## config.mk

```make
export PLATFORM = sky130hd
export DESIGN_NAME = hawk_tbl_rd_fetch
export DESIGN_NICKNAME = d
export VERILOG_FILES = /design/src/rtl/hawk_rd_pkg.sv /design/src/rtl/hawk_line_buf.sv /design/src/rtl/hawk_tbl_rd_fetch.sv
export SDC_FILE = /design/constraint.sdc
export NUM_CORES = 2
export LEC_CHECK = 0
export BUFFER_PORTS_ARGS = -buffer_cell sky130_fd_sc_hd__buf_2
export CAP_MARGIN = 20
export CELL_PAD_IN_SITES_DETAIL_PLACEMENT = 1
export CELL_PAD_IN_SITES_GLOBAL_PLACEMENT = 2
export CORE_AREA = 2 2 542 544
export DETAILED_ROUTE_END_ITERATION = 16
export DIE_AREA = 0 0 544 546
export GPL_ROUTABILITY_DRIVEN = 0
export PLACE_DENSITY_LB_ADDON = 0.1
export RECOVER_POWER = 50
export SLEW_MARGIN = 20
export SYNTH_ARGS = -nofsm -noshare
export SYNTH_HDL_FRONTEND = slang
export SYNTH_SLANG_ARGS = --single-unit
export TNS_END_PERCENT = 1
```

## constraint.sdc

```tcl
create_clock -name clk_i -period 2.9 [get_ports clk_i]
set_input_delay 0.29 -clock clk_i [delete_from_list [all_inputs] [get_ports clk_i]]
set_output_delay 0.29 -clock clk_i [all_outputs]
set_load 0.02 [all_outputs]
```

## src/rtl/hawk_rd_pkg.sv

```systemverilog
// hawk_rd_pkg
//   Definitions shared by the table-read fetch stage, the page-read manager
//   and the compression manager: request type, entry typedefs, and helpers
//   that map 1-based ATT / list entry IDs to 64B line addresses and to the
//   entry slot inside that line.
package hawk_rd_pkg;

  localparam int LINE_BYTES  = 64;
  localparam int ATT_ENTRY_W = 64;
  localparam int LST_ENTRY_W = 128;
  localparam logic [1:0] AXI_RESP_OKAY = 2'b00;

  typedef enum logic {
    TBL_ATT = 1'b0,
    TBL_TOL = 1'b1
  } tbl_rd_type_e;

  typedef logic [ATT_ENTRY_W-1:0] AttEntry;
  typedef logic [LST_ENTRY_W-1:0] ListEntry;

  // Eight 64-bit ATT entries per line: drop the slot bits, scale to bytes.
  function automatic logic [63:0] att_line_addr(input logic [63:0] base,
                                                input logic [63:0] id);
    logic [63:0] idx;
    idx = id - 64'd1;
    return base + ((idx >> 3) << 6);
  endfunction

  // Four 128-bit list entries per line.
  function automatic logic [63:0] lst_line_addr(input logic [63:0] base,
                                                input logic [63:0] id);
    logic [63:0] idx;
    idx = id - 64'd1;
    return base + ((idx >> 2) << 6);
  endfunction

  function automatic logic [2:0] att_slot(input logic [63:0] id);
    logic [63:0] idx;
    idx = id - 64'd1;
    return idx[2:0];
  endfunction

  function automatic logic [1:0] lst_slot(input logic [63:0] id);
    logic [63:0] idx;
    idx = id - 64'd1;
    return idx[1:0];
  endfunction

endpackage

```

## src/rtl/hawk_line_buf.sv

```systemverilog
// hawk_line_buf
//   Single-entry line buffer (tag + data + valid).
//   clk, rst_n   : clock, async active-low reset
//   fill_en      : load fill_tag / fill_data and mark valid
//   inval        : clear valid; wins over a simultaneous fill
//   lookup_tag   : address compared against the stored tag
//   hit          : valid and tag matches lookup_tag
//   line_data    : stored line
module hawk_line_buf #(
  parameter int ADDR_W = 64,
  parameter int DATA_W = 512
) (
  input  logic              clk,
  input  logic              rst_n,
  input  logic              fill_en,
  input  logic [ADDR_W-1:0] fill_tag,
  input  logic [DATA_W-1:0] fill_data,
  input  logic              inval,
  input  logic [ADDR_W-1:0] lookup_tag,
  output logic              hit,
  output logic [DATA_W-1:0] line_data
);

  logic              valid;
  logic [ADDR_W-1:0] tag;
  logic [DATA_W-1:0] data;

  always_ff @(posedge clk or negedge rst_n) begin
    if (!rst_n) begin
      valid <= 1'b0;
      tag   <= '0;
      data  <= '0;
    end else if (inval) begin
      valid <= 1'b0;
    end else if (fill_en) begin
      valid <= 1'b1;
      tag   <= fill_tag;
      data  <= fill_data;
    end
  end

  assign hit       = valid && (tag == lookup_tag);
  assign line_data = data;

endmodule

```

## src/rtl/hawk_tbl_rd_fetch.sv

```systemverilog
// hawk_tbl_rd_fetch
//   Fetches one ATT or TOL entry per request. The entry ID is turned into a
//   64B line address, a single-beat AXI read fetches the line (unless the
//   one-line hit buffer already holds it), and the selected raw entry is
//   returned together with the whole line.
//   req_*  : lookup request (valid/ready, type, ATT id, list id)
//   inval_i: table memory was written, drop the hit buffer
//   rsp_*  : response (valid/ready, type, entries, line, address, error)
//   m_*    : AXI4 read address / read data channels
module hawk_tbl_rd_fetch
  import hawk_rd_pkg::*;
#(
  parameter int          ADDR_W    = 64,
  parameter int          DATA_W    = 512,
  parameter int          ATT_ID_W  = 20,
  parameter int          LST_ID_W  = 20,
  parameter logic [63:0] ATT_BASE  = 64'h0,
  parameter logic [63:0] LIST_BASE = 64'h0,
  parameter logic [3:0]  AXI_ID    = 4'h0
) (
  input  logic                clk_i,
  input  logic                rst_ni,
  input  logic                req_valid_i,
  output logic                req_ready_o,
  input  logic                req_type_i,
  input  logic [ATT_ID_W-1:0] req_att_id_i,
  input  logic [LST_ID_W-1:0] req_lst_id_i,
  input  logic                inval_i,
  output logic                rsp_valid_o,
  input  logic                rsp_ready_i,
  output logic                rsp_type_o,
  output logic [63:0]         rsp_att_entry_o,
  output logic [127:0]        rsp_lst_entry_o,
  output logic [DATA_W-1:0]   rsp_line_o,
  output logic [ADDR_W-1:0]   rsp_addr_o,
  output logic                rsp_err_o,
  output logic [ADDR_W-1:0]   m_araddr_o,
  output logic [3:0]          m_arid_o,
  output logic                m_arvalid_o,
  input  logic                m_arready_i,
  input  logic [DATA_W-1:0]   m_rdata_i,
  input  logic [1:0]          m_rresp_i,
  input  logic                m_rlast_i,
  input  logic                m_rvalid_i,
  output logic                m_rready_o
);

  typedef enum logic [2:0] {
    S_IDLE,
    S_CHK,
    S_AR,
    S_R,
    S_RSP
  } state_e;

  state_e            state;
  tbl_rd_type_e      type_q;
  logic              id_zero_q;
  logic [ADDR_W-1:0] line_addr_q;
  logic [2:0]        slot_q;

  logic [ADDR_W-1:0] acc_addr;
  logic [2:0]        acc_slot;
  logic              acc_zero;
  logic [DATA_W-1:0] sel_line;
  AttEntry           sel_att;
  ListEntry          sel_lst;
  logic              buf_hit;
  logic [DATA_W-1:0] buf_data;
  logic              r_beat;
  logic              r_ok;

  assign m_arid_o = AXI_ID;

  // Address/slot of the incoming request, registered on acceptance.
  always_comb begin
    acc_addr = '0;
    acc_slot = '0;
    acc_zero = 1'b0;
    if (req_type_i == TBL_TOL) begin
      acc_addr = ADDR_W'(lst_line_addr(LIST_BASE, 64'(req_lst_id_i)));
      acc_slot = {1'b0, lst_slot(64'(req_lst_id_i))};
      acc_zero = (req_lst_id_i == '0);
    end else begin
      acc_addr = ADDR_W'(att_line_addr(ATT_BASE, 64'(req_att_id_i)));
      acc_slot = att_slot(64'(req_att_id_i));
      acc_zero = (req_att_id_i == '0);
    end
  end

  // The line being answered comes from AXI in R, otherwise from the buffer.
  always_comb begin
    sel_line = (state == S_R) ? m_rdata_i : buf_data;
    sel_att  = sel_line[{slot_q, 6'b0} +: 64];
    sel_lst  = sel_line[{slot_q[1:0], 7'b0} +: 128];
  end

  assign r_beat = (state == S_R) && m_rvalid_i;
  assign r_ok   = (m_rresp_i == AXI_RESP_OKAY) && m_rlast_i;

  // A bad beat also drops the buffer so a retry goes back to memory.
  hawk_line_buf #(
    .ADDR_W (ADDR_W),
    .DATA_W (DATA_W)
  ) u_line_buf (
    .clk        (clk_i),
    .rst_n      (rst_ni),
    .fill_en    (r_beat && r_ok),
    .fill_tag   (line_addr_q),
    .fill_data  (m_rdata_i),
    .inval      (inval_i || (r_beat && !r_ok)),
    .lookup_tag (line_addr_q),
    .hit        (buf_hit),
    .line_data  (buf_data)
  );

  // Main FSM; req_ready_o rises one cycle after reset release so it is 0
  // while in reset and 1 exactly while waiting in IDLE afterwards.
  always_ff @(posedge clk_i or negedge rst_ni) begin
    if (!rst_ni) begin
      state           <= S_IDLE;
      type_q          <= TBL_ATT;
      id_zero_q       <= 1'b0;
      line_addr_q     <= '0;
      slot_q          <= '0;
      req_ready_o     <= 1'b0;
      rsp_valid_o     <= 1'b0;
      rsp_type_o      <= 1'b0;
      rsp_att_entry_o <= '0;
      rsp_lst_entry_o <= '0;
      rsp_line_o      <= '0;
      rsp_addr_o      <= '0;
      rsp_err_o       <= 1'b0;
      m_araddr_o      <= '0;
      m_arvalid_o     <= 1'b0;
      m_rready_o      <= 1'b0;
    end else begin
      case (state)
        S_IDLE: begin
          if (!req_ready_o) begin
            req_ready_o <= 1'b1;
          end else if (req_valid_i) begin
            req_ready_o <= 1'b0;
            type_q      <= tbl_rd_type_e'(req_type_i);
            id_zero_q   <= acc_zero;
            line_addr_q <= acc_addr;
            slot_q      <= acc_slot;
            state       <= S_CHK;
          end
        end
        S_CHK: begin
          rsp_type_o <= type_q;
          rsp_addr_o <= line_addr_q;
          if (id_zero_q) begin
            rsp_valid_o     <= 1'b1;
            rsp_err_o       <= 1'b1;
            rsp_line_o      <= '0;
            rsp_att_entry_o <= '0;
            rsp_lst_entry_o <= '0;
            state           <= S_RSP;
          end else if (buf_hit && !inval_i) begin
            rsp_valid_o     <= 1'b1;
            rsp_err_o       <= 1'b0;
            rsp_line_o      <= buf_data;
            rsp_att_entry_o <= (type_q == TBL_ATT) ? sel_att : '0;
            rsp_lst_entry_o <= (type_q == TBL_TOL) ? sel_lst : '0;
            state           <= S_RSP;
          end else begin
            m_araddr_o  <= line_addr_q;
            m_arvalid_o <= 1'b1;
            state       <= S_AR;
          end
        end
        S_AR: begin
          if (m_arready_i) begin
            m_arvalid_o <= 1'b0;
            m_rready_o  <= 1'b1;
            state       <= S_R;
          end
        end
        S_R: begin
          if (m_rvalid_i) begin
            m_rready_o      <= 1'b0;
            rsp_valid_o     <= 1'b1;
            rsp_err_o       <= !r_ok;
            rsp_line_o      <= m_rdata_i;
            rsp_att_entry_o <= (type_q == TBL_ATT) ? sel_att : '0;
            rsp_lst_entry_o <= (type_q == TBL_TOL) ? sel_lst : '0;
            state           <= S_RSP;
          end
        end
        S_RSP: begin
          if (rsp_ready_i) begin
            rsp_valid_o <= 1'b0;
            req_ready_o <= 1'b1;
            state       <= S_IDLE;
          end
        end
        default: state <= S_IDLE;
      endcase
    end
  end

endmodule

```

Word-level counts from Yosys, hierarchy flattened
Cells that the tools add are included.
Word-level totals
  bits in registers: 1487
  latch bits: 0
  memory bits (writable): 0
  ROM bits: 0
  bits of input ports: 563
  output and inout port bits: 842
  word-level logic and storage cells: 115
  memories kept: 0
Operators by class
  add/subtract/negate cells: 2
  $mul: 0
  divide/modulo/power cells: 0
  magnitude comparators: 0
  equal/unequal tests: 13
  shifts and indexed selects: 2
  muxes and demuxes: 48
  bitwise operators: 3
  reduce and logical (&&, ||, !) cells: 28
Operators by type and width (count)
  $mux W512: 4
  $pmux W512 S2: 1
  $mux W128: 4
  $shiftx A512 B10 Y128: 1
  $shiftx A512 B10 Y64: 1
  $mux W64: 5
  $pmux W128 S2: 1
  $pmux W64 S2: 1
  $eq A64 B64 Y1: 1
  $sub A20 B1 Y21 const B: 2
  $logic_not A20 Y1: 2
  $mux W3: 8
  $mux W1: 18
  $pmux W3 S5: 1
  $ne A2 B2 Y1 const B: 7
  $reduce_and A3 Y1: 4
  $reduce_bool A2 Y1: 5
  $pmux W1 S2: 4
  $reduce_and A4 Y1: 2
  $eq A3 B2 Y1 const B: 2
  $logic_and A1 B1 Y1: 6
  $reduce_and A5 Y1: 1
  $reduce_and A2 Y1: 2
  $eq A3 B1 Y1 const B: 1
  9 further kinds: 12

Longest topological paths before layout
  depth in word-level cells: 7
  gate-level depth with buffers: 10
  mapped depth without buffers: 8

Cells and area by module
A second synthesis with hierarchy kept.
Second synthesis, totals
  cells, all modules: 5701
  area total of the unflattened synthesis: 64947.3 um2
Modules (own cells, without submodules)
  hawk_tbl_rd_fetch: times used 1, cells an instance 4356, area an instance 42047.8 um2
  hawk_line_buf: times used 1, cells an instance 1345, area an instance 22899.5 um2

Worst setup path before layout
No wires, ideal clock.
  path type: reg2reg
  start point: register state[0]
  end point: register u_line_buf.data[421], in the netlist u_line_buf.line_data[421]
  data arrival time: 1.975 ns
  required time: 2.775 ns
  path slack: 0.801 ns
  cell stages (with the launch flop): 9
  cell sequence: dfrtp_1 -> buf_2 -> and3b_1 -> clkbuf_1 -> nand4b_1 -> clkbuf_1 -> clkbuf_1 -> buf_2 -> mux2_2
Between the ends
  word-level cells in the longest chain between the ends: 6
  elaborated cells between the ends (all ways): 7
  those cells by class: eq/ne: 1; bitwise: 1; reduce/logical: 5
RTL lines
  start, declared: line hawk_tbl_rd_fetch.sv:56  | state_e state;
  start signal, assigned: line hawk_tbl_rd_fetch.sv:121  | state <= S_IDLE;
  start signal, assigned: line hawk_tbl_rd_fetch.sv:148  | state <= S_CHK;
  start signal, assigned: line hawk_tbl_rd_fetch.sv:160  | state <= S_RSP;
  $eq A3 B2 Y1 *: line hawk_tbl_rd_fetch.sv:98  | assign r_beat = (state == S_R) && m_rvalid_i;
  $logic_and A1 B1 Y1 *: line hawk_tbl_rd_fetch.sv:98
  $logic_and A1 B1 Y1: line hawk_tbl_rd_fetch.sv:111  | .inval (inval_i || (r_beat && !r_ok)),
  $logic_or A1 B1 Y1: line hawk_tbl_rd_fetch.sv:111
  $not A1 Y1 (no source line)
  $reduce_and A2 Y1 (no source line) *
  end signal, assigned: line hawk_line_buf.sv:38  | data <= fill_data;
  end, declared: line hawk_line_buf.sv:26  | logic [DATA_W-1:0] data;
Every way passes the cells marked *; elsewhere a longest branch is shown, timed or not.
A chain may end at the register's enable or synchronous reset.

Worst setup path in the final report
  start point: input port req_lst_id_i[4]
  end point: register line_addr_q[10]
Between the ends
  word-level cells in the longest chain between the ends: 2
RTL lines
  start, declared: line hawk_tbl_rd_fetch.sv:27  | input logic [LST_ID_W-1:0] req_lst_id_i,
  $sub A20 B1 Y21
  $mux W64: line hawk_tbl_rd_fetch.sv:80  | if (req_type_i == TBL_TOL) begin
  end signal, assigned: line hawk_tbl_rd_fetch.sv:146  | line_addr_q <= acc_addr;
  end, declared: line hawk_tbl_rd_fetch.sv:59  | logic [ADDR_W-1:0] line_addr_q;
Every way passes these cells.

==> results_dict.tcl <==
set metrics [dict create \
    io_buffers 1388 \
    hold_path_class "primary input to asynchronous set/reset pin" \
    cpPeakStageDelay_ns 0.59 \
    netlist_top_cells_area "dfrtp_1, mux2_2, mux2i_1" \
    viasPerCell 4.85 \
    cp-startpoint "req_lst_id_i[4]" \
    violations "max-capacitance violations, max-slew violations, negative setup slack" \
    floorplan.initialDensity_pct 22.2 \
    ys.flop_type "dfrtp_1" \
    grt_overflow 0 \
    rsz0062_at_grt "true" \
    fin_cells 11824 \
    num_vias 57347 \
    area_growth_pct 37.9 \
    drive_gt1_share_pct 30.9 \
    ant_nets 0 \
    n_fill_cell 32787 \
    yosys_warnings 0 \
    grt_use_total_pct 23.5 \
    synthesis.area_um2 64900 \
    async_reset_ff_share_pct 100 \
    cts_buffers 179 \
    drt_iter0_markers 3121 \
    yosys.area_share.simple_pct 9.06 \
    r2r-end "rsp_line_o[354]" \
    clkTransAtPathRegs_ns 0.06 \
    synth_top_family_by_area "multiplexers" \
    leakage_nw 44.1 \
    htreeDepth 4 \
    tritoncts "yes" \
    path_max_fanout 6 \
    core_area_um2 292000 \
    worstPathCellList "dlygate4sd3_1 > buf_2 > or4b_4 > o21ai_1 > dlygate4sd3_1 > nand3_1 > dlygate4sd3_1 > o21ai_0 > dlygate4sd3_1 > o21ai_0" \
    hold_viol 0 \
    multi_input_area_um2 29600 \
    grtUsageMet1_pct 30.2 \
    peakVddDrop_mv 0.817 \
    fmax_mhz 344 \
    nets 8326 \
    cp-start-kind "primary input" \
    top_usage_layer "met2" \
    syn-mean-instance-area_um2 11.3 \
    wirelength_um 357000 \
    antenna_found_initial 62 \
    fin_crit_sh_pct 100 \
    grt_use_met2_pct 40.0 \
    cp_slowest_cell "dlygate4sd3_1" \
    hpwl_um 267000 \
    synth-seq-cells 1307 \
    synth_fa_ha_area_share_pct 0.0385 \
    dieArea_um2 297000 \
    worst_slew_pin_slew_ns 2.31 \
    clk_latency_ns 0.86 \
    crit_path_frequent_cell "dlygate4sd3_1" \
    yosysTopAreaCell "dfrtp_1" \
    grt_max_degree 100 \
    worstSetupPathType "primary input to register" \
    max_slew_margin_pct -53.7 \
    root_buffer "clkbuf_16" \
    synth_top_area_share_pct 50.4 \
    drc 0 \
    use_met3_pct 4.04 \
    worst_ep_required_time_ns 3.61 \
    seq_area_frac_synth_pct 50.4 \
    finalSetupViolations 2 \
    grt_pass1_wl_um 500000 \
    muxShareOfSynthArea_pct 23.8 \
    die_x_um 544 \
    endpoint_kind "register" \
    synth.distinct_cells 66 \
    synth_edf_count 0 \
    post-place-cells 10937 \
    maxSlewViolCount 446 \
    yosys.area_share.xor_xnor_pct 0.620 \
    powerDensity_nw_per_um2 1090 \
    min_period_ns 2.91 \
    rrSetupSlack_ns 0.05 \
    r2r-start "line_addr_q[15]" \
    ys_top_cells_by_count "dfrtp_1, nor2_1, mux2i_1, mux2_2, nand2_1" \
    worst-r2r-cell-count 10 \
    outcome "complete, but fails checks" \
    rows 199 \
    numClockSinks 1307 \
    die_height_um 546 \
    syn_inst 5739 \
    wl_per_cell_um 30.2 \
    synth_compound_area_share_pct 11.7 \
    seqCellArea_um2 32700 \
    io_pins 1405 \
    fin_ws_ns -0.0108 \
    dr.pass1.iters 5 \
    synth_most_common_cell "dfrtp_1" \
    cp-endpoint "line_addr_q[10]" \
    max_cap_violations 9 \
    crit_arrival_ns 3.62 \
    clk_path_buf_depth 4 \
    grt_pass1_vias 61789 \
    finClkSkew_ns 0.0600 \
    place_ws_ns -0.325 \
]
[worst max-delay path, delay by kind of cell]
kind,cells,cell delay [ns]
AO/OA/AOI/OAI,3,0.28
buffers and inverters,5,2.41
AND/OR/NAND/NOR,2,0.65
[cell families after synthesis]
kind of cell / after synthesis
other cells: 1
buf+inv: 598
flops: 1307
simple gates: 1490
xor+xnor: 46
mux: 1304
compound gates: 991
fa+ha+maj: 2
[area by class of cell]
class                   instances  share of cell area [%]
repair buffers               2417                    18.5
clock buffers                 268                    5.87
multi-input cells            3849                    33.0
clock inverters                39                   0.443
diodes                         18                  0.0503
inverters                       7                  0.0405
well taps                    3919                    5.48
flip-flops and latches       1307                    36.5
[cell usage in the layout, fill, tap and decap left out, drive strengths merged, types with 17 or more instances in the layout]
cell type,count
a32oi,59
nor2,918
mux2i,600
buf,1415
o32ai,56
clkbuf,706
dlygate4sd3,562
mux4,133
a221oi,382
dfrtp,1307
mux2,571
o21ai,158
clkinv,28
a21o,60
diode,18
nand2,475
a21oi,26
a31oi,23
o31ai,118
xnor2,29
nand3,27
xor2,17
a211oi,61
[stage by stage]
step	hold WS (ns)	power (mW)	setup TNS, ns	utilization [%]	cell area (um2)
after floorplan	-0.00559	53.6	0	-	65000
after CTS	0.00636	100	0	30.9	90300
final	0.0522	98.0	-0.0198	30.7	89500
after detailed placement	0.291	76.8	-0.410	27.0	79000
after global placement	0.289	76.5	-0.510	27.0	79000
after global routing	0.0317	104	-0.969	30.6	89500
[flip-flops by register name (all words and copies together) (netlist names)]
name / cells
rsp_line_o: 512
u_line_buf.line_data: 512
rsp_lst_entry_o: 128
rsp_att_entry_o: 64
line_addr_q: 19
m_araddr_o: 19
rsp_addr_o: 19
u_line_buf.tag: 19
slot_q: 3
state: 3
id_zero_q: 1
m_arvalid_o: 1
m_rready_o: 1
req_ready_o: 1
rsp_err_o: 1
rsp_type_o: 1
rsp_valid_o: 1
type_q: 1
u_line_buf.valid: 1
[where the power goes]
part | leakage, nW | switching, mW | internal (mW) | total (mW)
sequential | 17.2 | 5.34 | 23.8 | 29.1
combinational | 24.1 | 30.7 | 16.1 | 46.7
clock | 2.81 | 9.06 | 13.0 | 22.1
[per-layer routing]
metal	vias up	part of all wire, %
met5	-	0.033
met4	18	3.4
met3	462	4.9
met2	1550	48
met1	30308	43
li1	25009	-
[how the worst min path moves through the flow]
stage | slack [ns] | end
3_5_place_dp | 0.29 | u_line_buf.line_data[44]
5_1_grt | 0.03 | rsp_lst_entry_o[43]
3_3_place_gp | 0.29 | u_line_buf.line_data[44]
2_1_floorplan | -0.006 | id_zero_q
4_1_cts | 0.006 | line_addr_q[6]
6_report | 0.05 | rsp_lst_entry_o[43]
[repair_timing]
item,CTS,global route
pin swaps,0,3
endpoints found under the setup margin,3,82
setup buffers,0,0
gates resized for setup,4,15
hold buffers,562,0
hold endpoints to repair,1338,0
(Power assumes the default switching activity.)
